[src/rtl/if_fetch_ctrl.sv]
// Instruction-fetch front-end sequencer: drives PC load enable, next-PC
// select, IF/ID load/flush and ID/EX bubble for boot, load-use stalls,
// branch/jump redirects, multi-cycle instruction memory and halt/resume.
// Build option: define FETCH_PERF_EN to build the stall/redirect counters;
// otherwise stall_cnt and redir_cnt are tied to zero.
//
// state | meaning
// BOOT  | load reset vector into PC, bubble IF/ID and ID/EX
// RUN   | normal fetch; stall, redirect or halt decided here
// WAIT  | instruction memory busy for IMEM_LAT cycles, IF/ID gets bubbles
// HALT  | fetch frozen until resume pulse
module if_fetch_ctrl #(
   parameter int IMEM_LAT   = 0,
   parameter bit DELAY_SLOT = 1'b1
) (
   input  logic        clk,
   input  logic        clrn,
   input  logic        load_dep,
   input  logic        br_taken,
   input  logic        is_jump,
   input  logic        halt_req,
   input  logic        resume,
   output logic        pc_we,
   output logic [1:0]  pcsource,
   output logic        ifid_we,
   output logic        ifid_flush,
   output logic        idex_bubble,
   output logic        fetch_valid,
   output logic        halted,
   output logic [15:0] stall_cnt,
   output logic [15:0] redir_cnt
);

   typedef enum logic [1:0] {BOOT, RUN, WAIT, HALT} state_t;

   localparam logic [3:0] LAT = 4'(IMEM_LAT);

   state_t     state;
   logic [3:0] wcnt;
   logic       redirect;
   logic       halt_go;

   // Output decode; reset forces the BOOT pattern regardless of the stale state.
   always_comb begin
      pc_we       = 1'b0;
      pcsource    = 2'b00;
      ifid_we     = 1'b0;
      ifid_flush  = 1'b0;
      idex_bubble = 1'b0;
      fetch_valid = 1'b0;
      halted      = 1'b0;
      redirect    = 1'b0;
      halt_go     = 1'b0;
      if (clrn || state == BOOT) begin
         pc_we       = 1'b1;
         pcsource    = 2'b11;
         ifid_we     = 1'b1;
         ifid_flush  = 1'b1;
         idex_bubble = 1'b1;
      end else begin
         case (state)
            RUN: begin
               redirect = !load_dep && (br_taken || is_jump);
               if (load_dep) begin
                  idex_bubble = 1'b1;
               end else if (redirect) begin
                  pc_we       = 1'b1;
                  pcsource    = br_taken ? 2'b01 : 2'b10;
                  ifid_we     = 1'b1;
                  ifid_flush  = !DELAY_SLOT;
                  fetch_valid = DELAY_SLOT;
               end else if (halt_req) begin
                  // A halt that coincides with a redirect is picked up on the
                  // next RUN cycle because halt_req is a held level.
                  halt_go    = 1'b1;
                  ifid_we    = 1'b1;
                  ifid_flush = 1'b1;
               end else begin
                  pc_we       = 1'b1;
                  ifid_we     = 1'b1;
                  fetch_valid = 1'b1;
               end
            end
            WAIT: begin
               ifid_we    = 1'b1;
               ifid_flush = 1'b1;
            end
            HALT: begin
               idex_bubble = 1'b1;
               halted      = 1'b1;
            end
            default: ;
         endcase
      end
   end

   // State and wait-counter update.
   always_ff @(posedge clk) begin
      if (clrn) begin
         state <= BOOT;
         wcnt  <= 4'd0;
      end else begin
         case (state)
            BOOT: begin
               if (LAT != 4'd0) begin
                  state <= WAIT;
                  wcnt  <= LAT;
               end else begin
                  state <= RUN;
               end
            end
            RUN: begin
               if (halt_go) begin
                  state <= HALT;
               end else if (pc_we && LAT != 4'd0) begin
                  state <= WAIT;
                  wcnt  <= LAT;
               end
            end
            WAIT: begin
               wcnt <= wcnt - 4'd1;
               // <= 1 also recovers from a zero count instead of wrapping.
               if (wcnt <= 4'd1) state <= RUN;
            end
            HALT: begin
               if (resume) state <= RUN;
            end
            default: state <= BOOT;
         endcase
      end
   end

`ifdef FETCH_PERF_EN
   logic [15:0] stall_q;
   logic [15:0] redir_q;

   // Saturating performance counters.
   always_ff @(posedge clk) begin
      if (clrn) begin
         stall_q <= 16'h0000;
         redir_q <= 16'h0000;
      end else begin
         if (state != BOOT && !fetch_valid && stall_q != 16'hFFFF)
            stall_q <= stall_q + 16'd1;
         if (redirect && redir_q != 16'hFFFF)
            redir_q <= redir_q + 16'd1;
      end
   end

   assign stall_cnt = stall_q;
   assign redir_cnt = redir_q;
`else
   assign stall_cnt = 16'h0000;
   assign redir_cnt = 16'h0000;
`endif

endmodule

[config.mk]
export PLATFORM = sky130hd
export DESIGN_NAME = if_fetch_ctrl
export DESIGN_NICKNAME = d
export VERILOG_FILES = /design/src/rtl/if_fetch_ctrl.sv
export SDC_FILE = /design/constraint.sdc
export NUM_CORES = 1
export LEC_CHECK = 0
export CORE_AREA = 2 2 45 47
export CTS_BUF_LIST = sky130_fd_sc_hd__clkbuf_4
export CTS_CLUSTER_SIZE = 40
export DETAILED_ROUTE_END_ITERATION = 10
export DIE_AREA = 0 0 47 49
export PLACE_DENSITY_LB_ADDON = 0.25
export RECOVER_POWER = 50
export SYNTH_ARGS = -nofsm -noshare
export SYNTH_HDL_FRONTEND = slang
export SYNTH_SLANG_ARGS = --single-unit
export TNS_END_PERCENT = 50
[constraint.sdc]
create_clock -name clk -period 3.4 [get_ports clk]
set_clock_uncertainty 0.2 [all_clocks]
set_input_delay 0.68 -clock clk [delete_from_list [all_inputs] [get_ports clk]]
set_output_delay 0.68 -clock clk [all_outputs]
set_load 0.01 [all_outputs]
## Yosys cells after proc, flatten, opt, wreduce, memory -nomap -nowiden

Cells that the tools add are included.

| operators by class | value |
|---|---|
| add/sub/neg operators | 1 |
| order comparisons | 1 |
| eq/ne operators | 6 |
| multiplexer cells | 30 |
| reductions and logical operators | 6 |

Operators by type and width:

| operator | number |
|---|---|
| $mux 1 | 18 |
| $mux 2 | 8 |
| $pmux 2 s4 | 1 |
| $ne 2x2->1 const B | 3 |
| $pmux 1 s2 | 3 |
| $eq 2x2->1 const B | 2 |
| $le 4x1->1 const B | 1 |
| $sub 4x1->4 const B | 1 |
| $reduce_and 3->1 | 1 |
| $eq 2x1->1 const B | 1 |
| $logic_not 2->1 | 1 |
| $logic_or 1x1->1 | 2 |
| $logic_and 1x1->1 | 1 |
| $logic_not 1->1 | 1 |

| word-level totals | value |
|---|---|
| register bits after elaboration | 6 |
| bits of input ports | 7 |
| output and inout bits | 40 |
| logic and storage cells | 46 |

## Logic depth before layout (Yosys ltp)

Gate-level depths: netlist of run 1.

| depth | value |
|---|---|
| depth after elaboration | 8 |
| gate-level depth with buffers | 6 |
| gate-level depth less buffers | 6 |

## Worst setup path after synthesis of run 1

No wires, ideal clock.

| timing | value |
|---|---|
| kind | input port to output port |
| start point | input port br_taken |
| end point | output port ifid_flush |
| arrival time | 1.382 ns |
| required time | 2.520 ns |
| slack | 1.138 ns |
| cell stages on the path | 4 |
| path buffers | 0 |
| path through | or3b_4 > nor3_1 > o21ai_0 > nand2_1 |

| between the ends | value |
|---|---|
| cells in the longest elaborated chain, start to end | 6 |

Ends and longest elaborated chain:

| item | RTL line | source |
|---|---|---|
| from (decl) | 19 | `input logic br_taken,` |
| $logic_or 1x1->1 | 63 | `redirect = !load_dep && (br_taken \|\| is_jump);` |
| $logic_and 1x1->1 | 63 |  |
| $mux 1 | 66 | `end else if (redirect) begin` |
| $mux 1 | 64 | `if (load_dep) begin` |
| $pmux 1 s2 | 61 | `case (state)` |
| $mux 1 | 54 | `if (clrn \|\| state == BOOT) begin` |
| to (decl) | 26 | `output logic ifid_flush,` |

No other way between the ends.

## Worst setup path after layout of run 1

| timing | value |
|---|---|
| start point | input port br_taken |
| end point | output port fetch_valid |

| between the ends | value |
|---|---|
| cells in the longest elaborated chain, start to end | 6 |

Ends and longest elaborated chain:

| item | RTL line | source |
|---|---|---|
| $logic_or 1x1->1 | 63 |  |
| $logic_and 1x1->1 | 63 |  |
| $mux 1 | 66 |  |
| $mux 1 | 64 |  |
| $mux 1 | 61 |  |
| $mux 1 | 54 |  |
| to (decl) | 28 | `output logic fetch_valid,` |

No other way between the ends.

==> qor.csv, run 1 <==
stage;metric;value;unit
worst_setup_path;critPathKind;primary input to primary output;
logic_synthesis;synthTopCellsByArea;buf_4, dfxtp_1, ha_1;
sta;max_freq;0.3222;GHz
logic_synthesis;muxShareOfSynthArea;0;%
sta;rsz0062_at_grt;false;
routing;avgViaCountPerCell;3.744;
sta;maxSlewViolCount;0;
sta;setup_tns;0;ps
worst_setup_path;path_buf_inv;2;
logic_synthesis;synth_top_area_share;35.04;%
worst_setup_path;critical-path-slowest-cell;clkdlybuf4s50_1;
logic_synthesis;synthFlopType;dfxtp_1;
sta;fin_crit_sh;91.27;%
placement;gp_congestion;0.7326;
worst_setup_path;end_kind;primary output;
floorplanning;core_area;1842;µm²
worst_setup_path;critPathTopFamily;buffers and inverters;
clock_network;clockBufferDepth;2;
placement;dp_hpwl;927.3;µm
worst_setup_path;start_kind;primary input;
grt;grt_pass1_wl;1.690;mm
finish;antenna_cells;0;
grt;grt_max_degree;9;
routing;antenna_left;0;
logic_synthesis;synthAdderAreaFrac;10.95;%
finish;seqCellArea;120.1;µm²
clock_network;h-tree-depth;1;
worst_setup_path;path_common_cell;clkdlybuf4s50_1;
grt;grt_pass1_vias;398;
routing;initialDrtViolationCount;3;
power;powerDensity;253.6;nW/µm²
clock_network;cts_made_buffers;3;
finish;nNetsFinal;121;
floorplanning;rows;16;
routing;drt-total-wl;1.094;mm
floorplanning;initial_utilization;37.23;%
clock_network;cts_post_setup_buffers_inserted;0;
finish;area_growth;12.04;%
clock_network;cts.sinks;6;
routing;vias;498;
clock_network;clk_pin_slew;40;ps
worst_setup_path;crit_arrival;2220;ps
logic_synthesis;synth-simple-area-share;17.70;%
clock_network;clock_latency;250;ps
logic_synthesis;synth_top_family_by_area;buffers and inverters;
logic_synthesis;syn_area;685.7;µm²
logic_synthesis;synth_warnings;0;
logic_synthesis;synth-edff-count;0;
worst_setup_path;worstPathCellList;clkdlybuf4s50_1 > or3b_1 > nand2_1 > nor3_1 > clkdlybuf4s50_1;
finish;final_area;768.2;µm²
grt;gr-usage-all-layers;10.19;%
clock_network;cts_tree;yes;
power;max-vdd-ir-drop;0.0002646;V
floorplanning;dieArea;2303;µm²
finish;drive_above_1_share;7.547;%
routing;first_pass_iters;3;
worst_setup_path;cp_max_fo;4;
logic_synthesis;avgSynthCellArea;7.704;µm²
logic_synthesis;netlist_instances;89;
placement;io_buffers;14;
logic_synthesis;synth_top_area_cell;buf_4;
logic_synthesis;synth.distinct_cells;26;
finish;n_fill_cell;204;
finish;multi_input_area;411.6;µm²
floorplanning;io_pins;47;
clock_network;clockRootBuffer;clkbuf_4;
floorplanning;die_h;49;µm
routing;wl_per_cell;8.226;µm
grt;grt_overflow;0;
sta;hold_violations;0;
sta;setup_viol;0;
grt;antenna_found_initial;0;
logic_synthesis;synthXorXnorAreaFrac;3.832;%
floorplanning;die_x;47;µm
worst_setup_path;cp.required;2520;ps
logic_synthesis;synth-seq-area-share;17.52;%
flow_run;max-cap-violations;0;
power;p_leak;0.3438;nW
logic_synthesis;synth-seq-cells;6;
logic_synthesis;synthArstFlopShare;0;%
min_path;hold_class;register to register;
outcome;status;complete, no violations;
placement;place_area;749.5;µm²
logic_synthesis;synth_compound_area_share;10.40;%
sta;min_period;3103;ps
routing;drc_errors;0;
worst_setup_path;cpPeakStageDelay;490;ps
==> cells by family after synthesis <==
kind of cell,after synthesis
buffers and inverters,39
XOR/XNOR,3
adder cells (fa/ha/maj),6
flip-flops,6
AND/OR/NAND/NOR,25
other,1
AO/OA/AOI/OAI,9
==> placed cells by master (no fill, tap or decap), types with 2 or more instances in the layout <==
cell,instances
conb_1,32
clkdlybuf4s50_1,11
nand2_1,9
nor2_1,7
ha_1,6
dfxtp_1,6
inv_1,5
clkbuf_4,3
a21oi_1,2
nor3_1,2
o21ai_0,2
xnor2_1,2
dlygate4sd3_1,2
buf_4,2
==> power breakdown <==
| part | leakage, nW | internal, mW | switching (mW) | total (mW) |
|---|---|---|---|---|
| clock network | 0.0138 | 0.0401 | 0.0279 | 0.0679 |
| logic | 0.281 | 0.0208 | 0.0334 | 0.0543 |
| registers | 0.0487 | 0.0717 | 0.000933 | 0.0726 |
| total | 0.344 | 0.133 | 0.0622 | 0.195 |
==> layer usage <==
layer	up-vias	share of wire [%]	GRT usage, %
met5	-	0	0
li1	256	-	-
met1	218	40	12.16
met3	2	7.3	2.222
met4	0	2.4	6.944
met2	22	50	15.53
==> final timing paths <==
kind                 start     endpoint  slack (ps)  depth (start not counted)
hold reg to reg    wcnt[1]      wcnt[1]         330                          2
setup / recovery  br_taken  fetch_valid         300                          5
hold / removal     wcnt[1]      wcnt[1]         330                          2
setup reg to reg  state[0]      wcnt[3]        1770                          5
==> tightest hold or removal path, cell delays in order (launching register included) <==
cell and delay (ps):
dfxtp_1 320, nor2_1 110, a211oi_1 50
==> cells in the mapped netlist, drive strengths merged (2+ instances only) <==
library cell	instances
buf	33
xnor2	2
dfxtp	6
a21oi	2
o21ai	2
inv	5
nor2	8
ha	6
nand2	9
nor3	2
o31ai	2
==> stage by stage <==
step	hold slack, ps	utilization [%]	setup WS (ps)	cells	power, mW
final	325.4	41.71	296.7	133	0.1948
after global routing	356.4	41.71	189.7	133	0.2094
after CTS	323.7	41.92	110.9	133	0.1996
after detailed placement	317.4	40.69	107.6	130	0.1296
after global placement	302.3	40.69	162.7	130	0.1293
after floorplan	284.3	-	1138	120	0.1341
==> state kept, by name (all words and copies together) (netlist names) <==
signal	flops
state	2
wcnt	4
==> area by class of cell <==
| cell class | instances | area share [%] |
|---|---|---|
| Multi-Input combinational cell | 75 | 53.58 |
| Sequential cell | 6 | 15.64 |
| Tap cell | 27 | 4.397 |
| Clock buffer | 3 | 2.932 |
| Inverter | 5 | 2.443 |
| Timing Repair Buffer | 17 | 21.01 |
==> what timing repair did <==
action | CTS | global route
gates resized for setup | 0 | 1
hold buffers | 0 | 0
hold endpoints to repair | 0 | 0
endpoints found under the setup margin | 0 | 1
Power figures use the tool's default switching activity.
==> run 2, diff against run 1 <==
--- a/config.mk
+++ b/config.mk
@@ -5,11 +5,14 @@
 export SDC_FILE = /design/constraint.sdc
 export NUM_CORES = 1
 export LEC_CHECK = 0
-export CORE_AREA = 2 2 45 47
+export ABC_AREA = 1
+export CELL_PAD_IN_SITES_DETAIL_PLACEMENT = 1
+export CELL_PAD_IN_SITES_GLOBAL_PLACEMENT = 2
+export CORE_AREA = 2 2 64 66
 export CTS_BUF_LIST = sky130_fd_sc_hd__clkbuf_4
 export CTS_CLUSTER_SIZE = 40
 export DETAILED_ROUTE_END_ITERATION = 10
-export DIE_AREA = 0 0 47 49
+export DIE_AREA = 0 0 66 68
 export PLACE_DENSITY_LB_ADDON = 0.25
 export RECOVER_POWER = 50
 export SYNTH_ARGS = -nofsm -noshare
==> run 2 against run 1 <==
  * Clock power fell by 3.8%
  * Routed wire length up 33%
  * Register-to-register slack hardly changed
  * Sequential share of layout area fell by 0.68 points
  * Non-clock buffer count down 3
  * Maximum frequency fell by 2.7%
  * Via count up 8.6%
  * Final cell count increased by 26%
  * Largest cell class unchanged
  * Combinational power grew 93%
  * Highest routed layer is now met3
  * Synthesized area increased by 2.4%
  * Sequential cell count is the same
  * Utilization is 21 points lower
  * Largest power group is now combinational cells
==> qor.csv, run 2 <==
stage;metric;value;unit;change
outcome;status;complete, no violations;;
placement;io_buffers;14;;unchanged
finish;top_register;wcnt;;
sta;fin_crit_sh;93.84;%;+2.6 points
clock_network;clockBufferDepth;2;;unchanged
worst_setup_path;ff2ff_path_depth;7;;+2
logic_synthesis;yosysMostFrequentCell;buf_4;;
logic_synthesis;synth.distinct_cells;16;;-38%
sta;rsz0062_at_grt;false;;
floorplanning;rows;23;;+7
finish;drive_above_1_share;3.390;%;-4.2 points
sta;hold_violations;0;;unchanged
power;p_leak;0.3928;nW;+14%
worst_setup_path;reg2reg_from;state[0];;
clock_network;cts_made_buffers;3;;unchanged
worst_setup_path;cp.required;2520;ps;about the same
routing;vias;541;;+8.6%
power;max-vdd-ir-drop;0.00007659;V;-71%
routing;drc_errors;0;;unchanged
worst_setup_path;cp_max_fo;6;;+2
sta;setup_tns;0;ps;unchanged
clock_network;hold_buffers;0;;unchanged
routing;initialDrtViolationCount;19;;+16
logic_synthesis;synth_warnings;0;;unchanged
grt;grt_pass1_vias;493;;+24%
worst_setup_path;worstPathCellList;dlygate4sd3_1 > or2_0 > inv_1 > o21ai_0 > clkdlybuf4s50_1;;
clock_network;cts.sinks;6;;unchanged
finish;antenna_cells;0;;unchanged
placement;dp_hpwl;1.297;mm;+40%
worst_setup_path;rrSetupSlack;1780;ps;about the same
min_path;hp-start;wcnt[3];;
placement;place_worst_setup_slack;226.2;ps;+118.6 ps
sta;setup_viol;0;;unchanged
logic_synthesis;netlist_instances;102;;+15%
logic_synthesis;synth_top_area_cell;buf_4;;
finish;final_common_cell;conb_1;;
routing;first_pass_iters;3;;unchanged
worst_setup_path;startpoint;clrn;;
worst_setup_path;critical-path-slowest-cell;dlygate4sd3_1;;
logic_synthesis;avgSynthCellArea;6.882;µm²;-11%
routing;wl_per_cell;8.690;µm;+5.7%
clock_network;h-tree-depth;1;;unchanged
finish;nNetsFinal;133;;+9.9%
worst_setup_path;start_kind;primary input;;
finish;n_fill_cell;502;;+150%
clock_network;cts_tree;yes;;
logic_synthesis;synth-seq-cells;6;;unchanged
power;total_power;0.2564;mW;+32%
logic_synthesis;synth-seq-area-share;17.11;%;-0.41 points
grt;grt_overflow;0;;unchanged
power;powerDensity;319.2;nW/µm²;+26%
worst_setup_path;r2r-end;wcnt[3];;
worst_setup_path;critPathKind;primary input to primary output;;
floorplanning;io_pins;47;;unchanged
finish;largest_reg_flops;4;;unchanged
worst_setup_path;end_kind;primary output;;
min_path;holdPathEnd;wcnt[3];;
finish;final_core_util;20.83;%;-21 points
worst_setup_path;path_buf_inv;3;;+1
logic_synthesis;netlist_top_cells_count;buf_4, nand2_1, inv_1;;
sta;layout_setup_ws;209.3;ps;-87.34 ps
floorplanning;initial_utilization;18.20;%;-19 points
clock_network;clock_latency;240;ps;about the same
logic_synthesis;synthArstFlopShare;0;%;unchanged
floorplanning;die_x;66;µm;+40%
grt;antenna_found_initial;0;;unchanged
routing;drt-total-wl;1.460;mm;+33%
worst_setup_path;critPathTopFamily;buffers and inverters;;
grt;grt_pass1_wl;2.228;mm;+32%
placement;gp_congestion;0.7070;;-3.5%
logic_synthesis;synth_top_area_share;34.22;%;-0.81 points
sta;min_period;3191;ps;+87.34 ps
logic_synthesis;synthTopCellsByArea;buf_4, dfxtp_1, ha_1;;
clock_network;clk_pin_slew;40;ps;about the same
clock_network;cts-resized-gates;0;;unchanged
logic_synthesis;synth-edff-count;0;;unchanged
worst_setup_path;crit_arrival;2310;ps;+90 ps
finish;reg_top3;wcnt: 4 flops, state: 2 flops;;
sta;max_freq;0.3134;GHz;-2.7%
grt;grt_max_degree;9;;unchanged
floorplanning;dieArea;4488;µm²;+95%
floorplanning;die_h;68;µm;+39%
sta;fin_hold_ws;321.8;ps;-3.649 ps
min_path;hold_class;register to register;;
grt;gr-usage-all-layers;6.373;%;-3.8 points
routing;avgViaCountPerCell;3.220;;-14%
logic_synthesis;synthFlopType;dfxtp_1;;
logic_synthesis;syn_area;701.9;µm²;+2.4%
clock_network;cts_post_setup_buffers_inserted;0;;unchanged
floorplanning;core_area;3856;µm²;+110%
clock_network;clockRootBuffer;clkbuf_4;;
flow_run;max-cap-violations;0;;unchanged
routing;antenna_left;0;;unchanged
worst_setup_path;cpPeakStageDelay;570;ps;+80 ps
finish;area_growth;14.44;%;
min_path;min_path_cells;2;;unchanged
sta;maxSlewViolCount;0;;unchanged
finish;layout_common_cells;conb_1, nand2_1, inv_1, clkdlybuf4s50_1, nor2_1;;
## run 2: cell types whose count changed in the layout (fill, tap and decap cells not counted), moves of 2 or more
cell | before | now
buf_4 | 2 | 0
nor3_1 | 2 | 0
a21oi_1 | 2 | 6
xnor2_1 | 2 | 0
o21ai_0 | 2 | 6
inv_1 | 5 | 13
nand2_1 | 9 | 17
## run 2: cell families (layout without fill, tap and decap cells)
kind of cell / Yosys count / count (layout) / share of synthesized area (%)
other: 1 / 32 / 0.5342
AO/OA/AOI/OAI: 14 / 14 / 10.70
buffers and inverters: 45 / 30 / 41.18
AND/OR/NAND/NOR: 30 / 30 / 19.79
adder cells (fa/ha/maj): 6 / 6 / 10.69
flip-flops: 6 / 6 / 17.11
## run 2: tightest hold or removal path, cell delays in order (launching register included)
cell and delay, ps:
dfxtp_1 320, nor2_1 100, nor2_1 50
## run 2: power breakdown
| group | leakage, nW | switching (mW) | total (mW) | internal (mW) |
|---|---|---|---|---|
| clock | 0.0138 | 0.0253 | 0.0653 | 0.0399 |
| sequential | 0.0492 | 0.00775 | 0.0857 | 0.0780 |
| combinational | 0.330 | 0.0633 | 0.105 | 0.0421 |
| total | 0.393 | 0.0964 | 0.256 | 0.160 |
## run 2: worst max-delay path by stage
stage | endpoint | cells after the start | slack [ps]
after floorplan | pcsource[1] | 3 | 1320
after global placement | ifid_flush | 7 | 180
after detailed placement | ifid_flush | 7 | 230
after CTS | ifid_flush | 7 | 220
after global routing | pcsource[1] | 5 | 70
final | pcsource[1] | 5 | 210
## run 2: area by class of cell
class,instances,area (µm²),area share (%)
tap,50,62.56,7.788
multi-input combinational,82,409.1,50.93
sequential,6,120.1,14.95
inverter,13,48.80,6.075
clock buffer,3,22.52,2.804
timing repair buffer,14,140.1,17.45
## run 2: through the flow
step                area, µm²  instances
floorplan               818.3        133
global placement        780.7        165
detailed placement      780.7        165
CTS                     803.3        168
global route            803.3        168
finish                  803.3        168
## run 2: layer usage
| layer | up-vias | routed length [µm] | track usage, % |
|---|---|---|---|
| met4 | 0 | 0 | 2.296 |
| met1 | 232 | 655 | 7.783 |
| li1 | 282 | - | - |
| met2 | 27 | 671 | 10.98 |
| met3 | 0 | 134 | 1.480 |
| met5 | - | 0 | 0 |
==> RTL change (settings of run 1) <==
`DELAY_SLOT`: 1'b1 -> 1'b0.
--- a/src/rtl/if_fetch_ctrl.sv
+++ b/src/rtl/if_fetch_ctrl.sv
@@ -13,3 +13,3 @@
    parameter int IMEM_LAT   = 0,
-   parameter bit DELAY_SLOT = 1'b1
+   parameter bit DELAY_SLOT = 1'b0
 ) (
Function: changed (Yosys sat finds a counterexample within 4 cycles, from zero or initial values).
==> RTL change against run 1 <==
Routed wire length up 1.8%. Cell area increased by 0.16%. Setup slack got worse by 48 ps. Critical path depth unchanged. Fmax decreased by 1.5%. Synthesized area grew 3.6%. Sequential cell count unchanged. Global-route usage shrank 0.43 points. Total power decreased by 1.5%.
==> RTL change: results (changes against run 1) <==
| Metric | Value |
|---|---|
| Status | `complete, no violations (unchanged)` |
| RD Place Congestion | `0.660 (was 0.733)` |
| Hold WC Path Type | `flip-flop to flip-flop (unchanged)` |
| Hold depth | `2 (unchanged)` |
| Synth Area per Inst | `7.81 sq um (was 7.70 sq um)` |
| Final HPWL DP | `958 um (was 927 um)` |
| Crit path DAT | `2270 ps (was 2220 ps)` |
| CP max FO | `6 (was 4)` |
| Number of global-route vias before repair | `394 (was 398)` |
| Fillers | `208 (was 204)` |
| First-pass GRT wire length | `1610 um (was 1690 um)` |
| Placed insts | `131 (was 130)` |
| Post-synth top cells | `32 x buf_4, 9 x nand2_1, 9 x nor2_1 (was 32 x buf_4, 9 x nand2_1, 7 x nor2_1)` |
| Crit-path slowest cell | `clkdlybuf4s50_1 (unchanged)` |
| Ranking of synthesized cells by area | `buf_4 34%, dfxtp_1 17%, ha_1 11% (was buf_4 35%, dfxtp_1 18%, ha_1 11%)` |
| Vias/cell | `3.65 (was 3.74)` |
| M1 GR Usage | `0.108 (was 0.122)` |
| GR Util All Layers | `0.0976 (was 0.102)` |
| Clock Pin Slew Worst Setup and Hold Paths | `40 ps (about the same)` |
| Nets | `122 (was 121)` |
| Setup bufs post-CTS | `0 (unchanged)` |
| Synth Area in Compound Gates | `0.118 (was 0.104)` |
| Net Sw Frac | `0.310 (was 0.319)` |
| DR pass1 iterations | `3 (unchanged)` |
| Worst reg-to-reg path cell count | `5 (unchanged)` |
| Post-synthesis xor/xnor area fraction | `0.0370 (was 0.0383)` |
| Root Driver | `clkbuf_4 (unchanged)` |
| Routing usage on met3 | `0.0259 (was 0.0222)` |
| VDD IR-drop max | `0.181 mV (was 0.265 mV)` |
| Crit path largest cell delay | `560 ps (was 490 ps)` |
| Initial antenna violation count | `0 (unchanged)` |
| Adder-Cell Fraction of Synth Area | `0.106 (was 0.109)` |
| Synth warnings | `0 (unchanged)` |
| Iter 0 DRT Violations | `5 (was 3)` |
| Drt wl/cell | `8.31 um (was 8.23 um)` |
| Share of layout cells above drive strength 1 | `0.0561 (was 0.0755)` |
| Cts bufs inserted | `3 (unchanged)` |
| Met2 Track Usage GR | `0.153 (was 0.155)` |
| Leakage | `0.341 nW (was 0.344 nW)` |
| Unique cell type count in the Yosys netlist | `24 (was 26)` |
| # port buffers | `14 (unchanged)` |
| Seq/Total Area, Yosys | `0.169 (was 0.175)` |
| DRT Wirelength | `1110 um (was 1090 um)` |
RTL change: through the flow:
stage          instance area, sq um  worst slack [ps]
6_report                        769               248
5_1_grt                         769              52.0
4_1_cts                         788               167
3_5_place_dp                    766               172
3_3_place_gp                    766               238
2_1_floorplan                   827              1170
RTL change: cell families after synthesis:
logic type,count (synthesis)
adders and majority gates,6
other,1
AOI/OAI and AO/OA,11
DFF,6
buffers and inverters,40
xor gates and xnor gates,3
and+or+nand+nor,24
RTL change: worst register-to-register path, stage by stage, from the launching register on:
cell      delay, ps
dfxtp_1         350
inv_1            90
ha_1            220
nor4_1          370
a31oi_1         120
a311oi_1        240
RTL change: final timing paths:
check,start,to,slack [ps]
worst max-delay path,load_dep,ifid_flush,250
worst min register to register,wcnt[1]$_SDFFE_PP0P_,wcnt[1]$_SDFFE_PP0P_,300
worst min-delay path,wcnt[1]$_SDFFE_PP0P_,wcnt[1]$_SDFFE_PP0P_,300
worst max register to register,state[0]$_SDFFE_PP0P_,state[1]$_SDFFE_PP0P_,1730
RTL change: final cells by class:
cell class	count	area [sq um]	share of cell area
sequential	6	120	0.156
timing repair buffer	16	151	0.197
tap	27	33.8	0.0439
inverter	6	22.5	0.0293
multi-input combinational	76	419	0.545
clock buffer	3	22.5	0.0293
RTL change: layer usage:
layer | vias to the layer above | wire length [um]
met2 | 26 | 535
met5 | - | 0
met1 | 204 | 459
met4 | 0 | 13
met3 | 2 | 105
li1 | 257 | -
RTL change: power by group through the flow:
stage          clock, mW  combinational (mW)  sequential, mW
2_1_floorplan          0              0.0614          0.0738
3_3_place_gp           0              0.0559          0.0739
3_5_place_dp           0              0.0563          0.0740
4_1_cts           0.0702              0.0565          0.0727
5_1_grt           0.0735              0.0611          0.0727
6_report          0.0653              0.0539          0.0727
